[src/rtl/audio_sample_packet_receiver_if.sv]
// Packet-in / sample-out bus of the HDMI audio sample packet receiver.
// The master side presents decoded data-island packets and consumes samples.
// The slave side (the receiver) unpacks the packets and produces samples.
interface audio_sample_packet_receiver_if;
    logic             packet_valid;
    logic [23:0]      header;
    logic [3:0][55:0] sub;
    logic             sample_valid;
    logic             sample_ready;
    logic [23:0]      sample_left;
    logic [23:0]      sample_right;
    logic [1:0]       sample_valid_bits;
    logic             sample_block_start;

    modport master (
        output packet_valid, header, sub, sample_ready,
        input  sample_valid, sample_left, sample_right, sample_valid_bits, sample_block_start
    );

    modport slave (
        input  packet_valid, header, sub, sample_ready,
        output sample_valid, sample_left, sample_right, sample_valid_bits, sample_block_start
    );
endinterface

[src/rtl/audio_sample_packet_receiver.sv]
// HDMI Audio Sample Packet receiver (type 0x02, 2-channel layout).
// Unpacks present subpackets into a show-ahead sample FIFO, tracks the
// 192-frame IEC 60958 channel-status block using the B flags, and
// publishes the first CS_BITS channel-status bits of each channel.
// Optional feature: define AUDIO_SAMPLE_PACKET_RECEIVER_PARITY_CHECK_EN to drop
// samples failing parity and count them in parity_error_count.
module audio_sample_packet_receiver #(
    parameter int FIFO_DEPTH = 8,
    parameter int CS_BITS    = 40
) (
    input  logic                         clk_pixel,
    input  logic                         reset_n,
    audio_sample_packet_receiver_if.slave bus,
    output logic [CS_BITS-1:0]           channel_status_left,
    output logic [CS_BITS-1:0]           channel_status_right,
    output logic                         channel_status_update,
    output logic                         block_sync,
    output logic                         sync_error,
    output logic [15:0]                  parity_error_count,
    output logic                         overflow
);
    localparam int              PTR_W      = $clog2(FIFO_DEPTH);
    localparam logic [PTR_W:0]  FULL_COUNT = (PTR_W+1)'(FIFO_DEPTH);
    localparam logic [7:0]      LAST_POS   = 8'd191;

    typedef enum logic {IDLE, UNPACK} state_t;

    typedef struct packed {
        logic        block_start;
        logic [1:0]  v;
        logic [23:0] right;
        logic [23:0] left;
    } entry_t;

    state_t           state;
    logic [3:0]       pending;
    logic [3:0]       hold_b;
    logic [3:0][55:0] hold_sub;

    entry_t           mem [FIFO_DEPTH];
    entry_t           head_q;
    logic [PTR_W-1:0] rd_ptr, wr_ptr;
    logic [PTR_W:0]   count;

    logic [CS_BITS-1:0] acc_left, acc_right;
    logic [7:0]         pos;

    // Packet acceptance and current-subpacket selection.
    logic       accept, processing;
    logic [1:0] idx;
    logic [3:0] idx_mask;
    logic [55:0] cur_sub;
    logic       cur_b;
    entry_t     wr_entry;
    logic       unused_header_bits;

    assign accept     = bus.packet_valid && (bus.header[7:0] == 8'h02) && !bus.header[12];
    assign processing = (state == UNPACK);
    assign unused_header_bits = ^bus.header[19:13];

    // Lowest-numbered subpacket still waiting is processed this cycle.
    // NOTE: combinational blocks assign every output a default first so no path can infer a latch.
    always_comb begin
        idx = 2'd0;
        for (int i = 3; i >= 0; i--) begin
            if (pending[i]) idx = 2'(i);
        end
    end

    assign idx_mask = 4'b0001 << idx;
    assign cur_sub  = hold_sub[idx];
    assign cur_b    = hold_b[idx];
    assign wr_entry = '{block_start: cur_b,
                        v:           {cur_sub[52], cur_sub[48]},
                        right:       cur_sub[47:24],
                        left:        cur_sub[23:0]};

    logic parity_bad;
`ifdef AUDIO_SAMPLE_PACKET_RECEIVER_PARITY_CHECK_EN
    assign parity_bad = (^{cur_sub[51:48], cur_sub[23:0]}) | (^{cur_sub[55:52], cur_sub[47:24]});
`else
    logic unused_parity_bits;
    assign parity_bad         = 1'b0;
    assign unused_parity_bits = ^{cur_sub[55], cur_sub[53], cur_sub[51], cur_sub[49]};
`endif

    // FIFO bookkeeping: full check ignores a same-cycle pop.
    logic           wr_req, wr_en, drop, pop, head_load;
    logic [PTR_W:0] count_after_pop, count_next;
    logic [PTR_W-1:0] rd_ptr_next;
    entry_t         head_next;

    assign wr_req          = processing && !parity_bad;
    assign wr_en           = wr_req && (count != FULL_COUNT);
    assign drop            = wr_req && (count == FULL_COUNT);
    assign pop             = bus.sample_valid && bus.sample_ready;
    assign count_after_pop = count - (PTR_W+1)'(pop);
    assign count_next      = count_after_pop + (PTR_W+1)'(wr_en);
    assign rd_ptr_next     = rd_ptr + PTR_W'(pop);
    assign head_load       = (pop || (count == '0)) && (count_next != '0);
    assign head_next       = (count_after_pop == '0) ? wr_entry : mem[rd_ptr_next];

    assign bus.sample_left        = head_q.left;
    assign bus.sample_right       = head_q.right;
    assign bus.sample_valid_bits  = head_q.v;
    assign bus.sample_block_start = head_q.block_start;

    // Unpack FSM: latch an accepted packet, then walk its present subpackets.
    // NOTE: sequential state uses non-blocking assignments so every flop samples pre-edge values.
    always_ff @(posedge clk_pixel or negedge reset_n) begin
        if (!reset_n) begin
            state    <= IDLE;
            pending  <= 4'd0;
            hold_b   <= 4'd0;
            hold_sub <= '0;
        end else begin
            case (state)
                IDLE: begin
                    if (accept && (bus.header[11:8] != 4'd0)) begin
                        pending  <= bus.header[11:8];
                        hold_b   <= bus.header[23:20];
                        hold_sub <= bus.sub;
                        state    <= UNPACK;
                    end
                end
                UNPACK: begin
                    pending <= pending & ~idx_mask;
                    if ((pending & ~idx_mask) == 4'd0) state <= IDLE;
                end
                default: state <= IDLE;
            endcase
        end
    end

    // Sample storage array.
    // NOTE: the storage array has no reset; only pointers and count define which entries are valid.
    always_ff @(posedge clk_pixel) begin
        if (wr_en) mem[wr_ptr] <= wr_entry;
    end

    // FIFO pointers, registered show-ahead head and sticky overflow.
    always_ff @(posedge clk_pixel or negedge reset_n) begin
        if (!reset_n) begin
            count            <= '0;
            rd_ptr           <= '0;
            wr_ptr           <= '0;
            head_q           <= '0;
            bus.sample_valid <= 1'b0;
            overflow         <= 1'b0;
        end else begin
            count            <= count_next;
            rd_ptr           <= rd_ptr_next;
            if (wr_en) wr_ptr <= wr_ptr + PTR_W'(1);
            if (head_load) head_q <= head_next;
            bus.sample_valid <= (count_next != '0);
            if (drop || (accept && processing)) overflow <= 1'b1;
        end
    end

    // Channel-status block tracking for the sample processed this cycle.
    logic [CS_BITS-1:0] acc_left_next, acc_right_next;
    logic [7:0]         pos_next;
    logic               sync_next, sync_err_next, publish;

    always_comb begin
        acc_left_next  = acc_left;
        acc_right_next = acc_right;
        pos_next       = pos;
        sync_next      = block_sync;
        sync_err_next  = 1'b0;
        publish        = 1'b0;
        if (processing) begin
            if (cur_b) begin
                acc_left_next     = '0;
                acc_right_next    = '0;
                acc_left_next[0]  = cur_sub[50];
                acc_right_next[0] = cur_sub[54];
                pos_next          = 8'd1;
                sync_next         = 1'b1;
                sync_err_next     = block_sync && (pos != 8'd0);
            end else if (block_sync && (pos != 8'd0)) begin
                for (int k = 0; k < CS_BITS; k++) begin
                    if (pos == 8'(k)) begin
                        acc_left_next[k]  = cur_sub[50];
                        acc_right_next[k] = cur_sub[54];
                    end
                end
                if (pos == LAST_POS) begin
                    publish  = 1'b1;
                    pos_next = 8'd0;
                end else begin
                    pos_next = pos + 8'd1;
                end
            end else begin
                sync_next = 1'b0;
            end
        end
    end

    // Register block position, accumulators and the published status words.
    always_ff @(posedge clk_pixel or negedge reset_n) begin
        if (!reset_n) begin
            acc_left              <= '0;
            acc_right             <= '0;
            pos                   <= 8'd0;
            block_sync            <= 1'b0;
            sync_error            <= 1'b0;
            channel_status_left   <= '0;
            channel_status_right  <= '0;
            channel_status_update <= 1'b0;
        end else begin
            acc_left              <= acc_left_next;
            acc_right             <= acc_right_next;
            pos                   <= pos_next;
            block_sync            <= sync_next;
            sync_error            <= sync_err_next;
            channel_status_update <= publish;
            if (publish) begin
                channel_status_left  <= acc_left_next;
                channel_status_right <= acc_right_next;
            end
        end
    end

`ifdef AUDIO_SAMPLE_PACKET_RECEIVER_PARITY_CHECK_EN
    // Saturating count of samples rejected for parity.
    always_ff @(posedge clk_pixel or negedge reset_n) begin
        if (!reset_n) begin
            parity_error_count <= 16'd0;
        end else if (processing && parity_bad && (parity_error_count != 16'hFFFF)) begin
            parity_error_count <= parity_error_count + 16'd1;
        end
    end
`else
    assign parity_error_count = 16'd0;
`endif
endmodule
[src/flat_wrapper.sv]
// flat-port wrapper written by rule: the top's interface ports become plain ports
module audio_sample_packet_receiver_flat 
#(
    parameter int FIFO_DEPTH = 8,
    parameter int CS_BITS    = 40
)
  (clk_pixel, reset_n, channel_status_left, channel_status_right, channel_status_update, block_sync, sync_error, parity_error_count, overflow, bus_packet_valid, bus_header, bus_sub, bus_sample_ready, bus_sample_valid, bus_sample_left, bus_sample_right, bus_sample_valid_bits, bus_sample_block_start);
  audio_sample_packet_receiver_if bus_i ();
  input  logic clk_pixel;
  input  logic reset_n;
  output logic [CS_BITS-1:0] channel_status_left;
  output logic [CS_BITS-1:0] channel_status_right;
  output logic channel_status_update;
  output logic block_sync;
  output logic sync_error;
  output logic [15:0] parity_error_count;
  output logic overflow;
  input wire logic [$bits(bus_i.packet_valid)-1:0] bus_packet_valid;
  input wire logic [$bits(bus_i.header)-1:0] bus_header;
  input wire logic [$bits(bus_i.sub)-1:0] bus_sub;
  input wire logic [$bits(bus_i.sample_ready)-1:0] bus_sample_ready;
  output wire logic [$bits(bus_i.sample_valid)-1:0] bus_sample_valid;
  output wire logic [$bits(bus_i.sample_left)-1:0] bus_sample_left;
  output wire logic [$bits(bus_i.sample_right)-1:0] bus_sample_right;
  output wire logic [$bits(bus_i.sample_valid_bits)-1:0] bus_sample_valid_bits;
  output wire logic [$bits(bus_i.sample_block_start)-1:0] bus_sample_block_start;
  assign bus_i.packet_valid = bus_packet_valid;
  assign bus_i.header = bus_header;
  assign bus_i.sub = bus_sub;
  assign bus_i.sample_ready = bus_sample_ready;
  assign bus_sample_valid = bus_i.sample_valid;
  assign bus_sample_left = bus_i.sample_left;
  assign bus_sample_right = bus_i.sample_right;
  assign bus_sample_valid_bits = bus_i.sample_valid_bits;
  assign bus_sample_block_start = bus_i.sample_block_start;
  audio_sample_packet_receiver #(.FIFO_DEPTH(FIFO_DEPTH), .CS_BITS(CS_BITS)) u_core (.clk_pixel(clk_pixel), .reset_n(reset_n), .bus(bus_i), .channel_status_left(channel_status_left), .channel_status_right(channel_status_right), .channel_status_update(channel_status_update), .block_sync(block_sync), .sync_error(sync_error), .parity_error_count(parity_error_count), .overflow(overflow));
endmodule
[config.mk]
export PLATFORM = sky130hd
export DESIGN_NAME = audio_sample_packet_receiver_flat
export DESIGN_NICKNAME = d
export VERILOG_FILES = /design/src/rtl/audio_sample_packet_receiver_if.sv /design/src/rtl/audio_sample_packet_receiver.sv /design/src/flat_wrapper.sv
export SDC_FILE = /design/constraint.sdc
export NUM_CORES = 1
export LEC_CHECK = 0
export ABC_AREA = 1
export BUFFER_PORTS_ARGS = -buffer_cell sky130_fd_sc_hd__buf_2
export CAP_MARGIN = 20
export CORE_AREA = 5 5 254 256
export DETAILED_ROUTE_END_ITERATION = 7
export DIE_AREA = 0 0 259 261
export PLACE_DENSITY = 0.78
export RECOVER_POWER = 100
export SLEW_MARGIN = 5
export SYNTH_ARGS = -nofsm -noshare
export SYNTH_HDL_FRONTEND = slang
export SYNTH_SLANG_ARGS = --single-unit
export TNS_END_PERCENT = 100
[constraint.sdc]
create_clock -name clk_pixel -period 7.3 [get_ports clk_pixel]
set_input_delay 0.73 -clock clk_pixel [delete_from_list [all_inputs] [get_ports clk_pixel]]
set_output_delay 0.73 -clock clk_pixel [all_outputs]
set_load 0.05 [all_outputs]
* Yosys cells after proc, flatten, opt, wreduce, memory -nomap -nowiden *
Memories as Yosys holds them, arrays and structs flattened.
Index checks and enable logic that the tools add are counted.

word-level totals
  register bits after elaboration = 467
  memories = 1
  output and inout port bits = 152
  bits of input ports = 252
  word-level logic and storage cells = 216
  memory bits (writable) = 408

cells by class
  $lt $le $gt $ge = 1
  reduce and logical (&&, ||, !) cells = 23
  bitwise operators = 3
  equality and inequality tests = 45
  shifts and indexed selects = 1
  multiplexer cells = 113
  add/sub/neg operators = 5

memories
  name        depth  width  read ports  clocked after memory_dff  wr ports  line                                source
  u_core.mem  8      51     1           0                         1         audio_sample_packet_receiver.sv:40  entry_t mem [FIFO_DEPTH];

operator list
  kind                 count
  $mux 40              6
  $eq 8x5->1 const B   16
  $bmux 56 s2          1
  $mux 1               93
  $eq 8x4->1 const B   8
  $eq 8x6->1 const B   8
  $mux 55              1
  $mux 51              1
  $eq 8x3->1 const B   4
  $eq 8x2->1 const B   3
  $mux 8               3
  $logic_not 4->1      3
  $logic_and 1x1->1    9
  $add 8x1->8 const B  1
  $eq 8x1->1 const B   1
  $eq 8x8->1 const B   1
  $logic_not 8->1      1
  $mux 2               4
  $pmux 4 s2           1
  $reduce_bool 4->1    2
  $reduce_bool 8->1    1
  $reduce_and 2->1     3
  $add 4x1->4          1
  $and 4x4->4          1
  16 further kinds     18

* Logic depth before layout (Yosys ltp) *
  depth after elaboration = 10
  mapped depth = 16

* Least setup slack after synthesis *
OpenSTA, ideal clock, no wires.

  path kind = register to register
  from = register u_core.count[1]
  to = memory u_core.mem[0][0] in the netlist's numbering (enable)
  clock period less this slack = 3.766 ns
  slack = 3.534 ns
  required time = 6.840 ns
  data arrival time = 3.306 ns
  stages on the path, launching flop included = 8
  path buffers = 0
  setup time = 0.460 ns
  cells stage by stage = dfrtp_1 -> inv_1 -> nand3_1 -> nor2_1 -> nor2_1 -> inv_1 -> or2_2 -> nor2_1

between the ends
  word-level cells in the longest chain between the ends = 4

RTL lines
  item                          line                                 source
  start: declaration            audio_sample_packet_receiver.sv:43   logic [PTR_W:0] count;
  start signal: assignment      audio_sample_packet_receiver.sv:151  count <= count_next;
  $ne 4x4->1                    audio_sample_packet_receiver.sv:94   assign wr_en = wr_req && (count != FULL_COUNT);
  $logic_and 1x1->1             audio_sample_packet_receiver.sv:94
  net u_core.wr_en              audio_sample_packet_receiver.sv:88   logic wr_req, wr_en, drop, pop, head_load;
  $mux 1                        audio_sample_packet_receiver.sv:138  if (wr_en) mem[wr_ptr] <= wr_entry;
  $mux 1 (not written as such)  audio_sample_packet_receiver.sv:138
  end: declaration              audio_sample_packet_receiver.sv:40

The timed path passes the listed nets, and every way through them passes these cells.

* Worst setup path in the final report *
  from = register u_core.state, in the netlist u_core.processing
  to = memory u_core.mem[6][40] in the netlist's numbering (enable)

between the ends
  word-level cells in the longest chain between the ends = 3

RTL lines
  item                          line                                 source
  start: declaration            audio_sample_packet_receiver.sv:35   state_t state;
  start signal: assignment      audio_sample_packet_receiver.sv:112  state <= IDLE;
  start signal: assignment      audio_sample_packet_receiver.sv:123  state <= UNPACK;
  start signal: assignment      audio_sample_packet_receiver.sv:128  if ((pending & ~idx_mask) == 4'd0) state <= IDLE;
  $logic_and 1x1->1             audio_sample_packet_receiver.sv:94
  net u_core.wr_en              audio_sample_packet_receiver.sv:88
  $mux 1                        audio_sample_packet_receiver.sv:138
  $mux 1 (not written as such)  audio_sample_packet_receiver.sv:138

The timed path passes the listed nets, and every way through them passes these cells.

==> flow_metrics.env <==
export IMPL_hp_class="in -> async"
export IMPL_post_drt_wl_per_cell_microns=19.58
export IMPL_ctsLongestPathBuffers=3
export IMPL_crit_fanout=41
export IMPL_cellPowerDensity_nw_per_um2=353.3
export IMPL_total_leakage_power_nw=18.31
export IMPL_hold_viol_final=0
export IMPL_dpl_cell_count=4776
export IMPL_syn_avg_cell_area_sq_um=9.766
export IMPL_ctsHoldBuffers=0
export IMPL_coreArea_sq_um=62270
export IMPL_vias=27710
export IMPL_final_util=0.6662
export IMPL_cts_tree="built"
export IMPL_end_kind="flop"
export IMPL_critPathKind="reg -> reg"
export IMPL_cp_start_kind="flop"
export IMPL_fmax_ghz=0.1838
export IMPL_initial_core_util=0.5893
export IMPL_via_per_inst=5.607
export IMPL_crit_required_ps=7480
export IMPL_syn_inst=3758
export IMPL_clock_sinks=859
export IMPL_setup_tns_ps=0
export IMPL_fin_nets=4281
export IMPL_totalWireLength_mm=96.79
export IMPL_violations="max-capacitance violations, max-slew violations"
export IMPL_firstDrtPassIters=6
export IMPL_synth_seq_cells=859
export IMPL_cap_viol_max_count=17
export IMPL_die_h_microns=261
export IMPL_synth_cell_area_sq_um=36700
export IMPL_cts_buffers_inserted=86
export IMPL_fin_worst_skew_ps=36.70
export IMPL_cts_resized=0
export IMPL_cp_data_arrival_time_ps=5620
export IMPL_die_area_sq_um=67600
export IMPL_yosys_warnings=0
export IMPL_period_needed_ps=5439
export IMPL_root_buffer="clkbuf_16"
export IMPL_slew_headroom=-1.779
export IMPL_maxSlewViolCount=1325
export IMPL_drt_iter0_markers=2889
export IMPL_period_share=0.7451
export IMPL_grt_usage=0.2806
export IMPL_ios=404
export IMPL_vdd_drop_max_uv=271.9
export IMPL_area_delta_synth_final_pct=13.04
export IMPL_dieWidth_microns=259
export IMPL_num_rows=92
export IMPL_ff2ff_setup_slack_ps=1860
export IMPL_worst_pin_slew_ps=4168
export IMPL_yosysSeqAreaShare=0.6414
export IMPL_status="complete, but fails checks"
export IMPL_grt_pass1_wl_mm=149.2
export IMPL_finalSetupViolCount=0
export IMPL_place_congestion=0.8749
export IMPL_clkTransAtPathRegs_ps=60
export IMPL_synth_distinct_cells=38
export IMPL_grt_max_degree=288
export IMPL_cts_htree_levels=3
export IMPL_grt_pass1_vias=26910
export IMPL_rsz0062_at_grt="no"
export IMPL_antenna_found_initial=10
export IMPL_layout_setup_ws_ps=1861
export IMPL_clk_latency_ps=650
export IMPL_port_buffers=364
export IMPL_dp_hpwl_mm=59.51
export IMPL_antenna_left=0
export IMPL_place_ws_ps=3369
export IMPL_drc_errors=0
export IMPL_stdcell_count=4942
export IMPL_synthTopCellsByArea="edfxtp_1 (33%), dfrtp_1 (31%), nand2_1 (9.7%)"
export IMPL_yosysTopAreaCell="edfxtp_1"
export IMPL_final_layout_size_suffix_gt1_frac=0.1183
export IMPL_grt_overflow=0
export IMPL_synth_top_cell_area_share=0.3338
export IMPL_post_cts_buffers=0
[kinds of logic after synthesis]
family,Yosys count,share of synthesized area
AO/OA/AOI/OAI,690,0.1084
XOR/XNOR,6,0.001432
adder cells (fa/ha/maj),11,0.003750
buffers and inverters,499,0.05721
flip-flops,859,0.6414
other,1,0.0001022
AND/OR/NAND/NOR,1692,0.1878
[cell type report]
type / count / area [sq um]
Timing Repair Buffer: 398 / 1873
Clock buffer: 108 / 2346
Tap cell: 846 / 1059
Multi-Input combinational cell: 2415 / 11130
Sequential cell: 859 / 23540
Antenna cell: 5 / 12.51
Fill cell: 4781 / 20790
Clock inverter: 53 / 555.5
Inverter: 258 / 973.4
[per-layer routing]
layer | routed length, microns | up-vias | global-route usage
met3 | 8371 | 191 | 0.04985
li1 | - | 12970 | -
met1 | 40200 | 13310 | 0.4064
met5 | 24 | - | 0
met4 | 3099 | 4 | 0.09827
met2 | 45090 | 1236 | 0.4369
[sequential cells by signal (all words and copies together) (netlist names)]
name	cells
u_core.bus.sample_valid_bits	2
u_core.overflow	1
u_core.rd_ptr	3
u_core.hold_b	4
u_core.acc_left	40
u_core.channel_status_left	40
u_core.pending	4
u_core.bus.sample_block_start	1
u_core.count	4
u_core.hold_sub	208
u_core.pos	8
u_core.mem	408
u_core.bus.sample_right	24
u_core.processing	1
u_core.bus.sample_left	24
u_core.acc_right	40
u_core.bus.sample_valid	1
u_core.block_sync	1
u_core.channel_status_update	1
u_core.wr_ptr	3
u_core.sync_error	1
u_core.channel_status_right	40
[stage by stage]
step | instance area, sq um | hold slack [ps] | total power [W]
after CTS | 41860 | 110.1 | 0.01476
after detailed placement | 38960 | 460.8 | 0.01028
after global placement | 38960 | 458.2 | 0.01016
after global routing | 41480 | 117.5 | 0.01543
after floorplan | 36760 | 434.4 | 0.008936
final | 41480 | 49.49 | 0.01466
[worst paths after layout]
kind                                                               from  cells after the start                                          end
worst max register to register              u_core.processing$_DFF_PN0_                      6                  u_core.mem[6][40]$_DFFE_PP_
worst min-delay path                                            reset_n                      1      u_core.bus.sample_right[14]$_DFFE_PN0P_
min in group clk_pixel                                     bus_sub[121]                      3             u_core.hold_sub[121]$_DFFE_PN0P_
worst min register to register  u_core.bus.sample_right[16]$_DFFE_PN0P_                      2      u_core.bus.sample_right[16]$_DFFE_PN0P_
worst max-delay path                        u_core.processing$_DFF_PN0_                      6                  u_core.mem[6][40]$_DFFE_PP_
max in group asynchronous                                       reset_n                      2  u_core.channel_status_right[26]$_DFFE_PN0P_
[report_power, final]
part | internal [W] | total, W | switching [W] | leakage, nW
clock | 0.00258 | 0.00448 | 0.00190 | 1.40
sequential | 0.00537 | 0.00548 | 0.000110 | 9.42
combinational | 0.00128 | 0.00470 | 0.00342 | 7.49
[Yosys cell counts, drive strengths merged]
cell,number
nand2,958
inv,257
edfxtp,408
o311ai,1
a22oi,50
ha,11
conb,1
nor3b,2
o211ai,154
xor2,6
nand3b,2
nand3,189
nand4,5
o21bai,1
clkinv,1
clkbuf,155
buf,86
nor2,453
nor3,3
or2,80
dfrtp,451
o21ai,420
a21oi,64
[critical path, stage by stage, from the launching register on]
cell and delay, ps:
dfrtp_1 460, inv_1 460, nor2_1 510, inv_1 100
or2_0 320, nor2_1 810, clkbuf_1 2260
[cell usage in the layout, fill, tap and decap left out, types with 2 or more instances in the layout]
master      instances
diode_2             5
edfxtp_1          408
nand2_2             2
nand2_1           956
nand3_1           183
clkbuf_8            9
inv_2               8
buf_4              20
or2_0              15
nand3_2             5
or2_2              65
o21ai_1            41
conb_1             16
nand4_1             4
a21oi_1            64
clkinv_1           12
clkinvlp_4          8
dfrtp_1           451
buf_2             227
xor2_1              6
nor3_1              3
clkbuf_2            4
bufinv_16           8
inv_6               2
inv_4               2
nor2_1            447
clkinv_2           18
o21ai_0           377
clkinv_8            2
clkbuf_1          157
ha_1               11
nand3b_1            2
clkbuf_16          87
nor2_2              5
clkinv_16           2
o211ai_1          154
a22oi_1            50
inv_1             247
No activity file was read; power rests on OpenSTA's default activity.
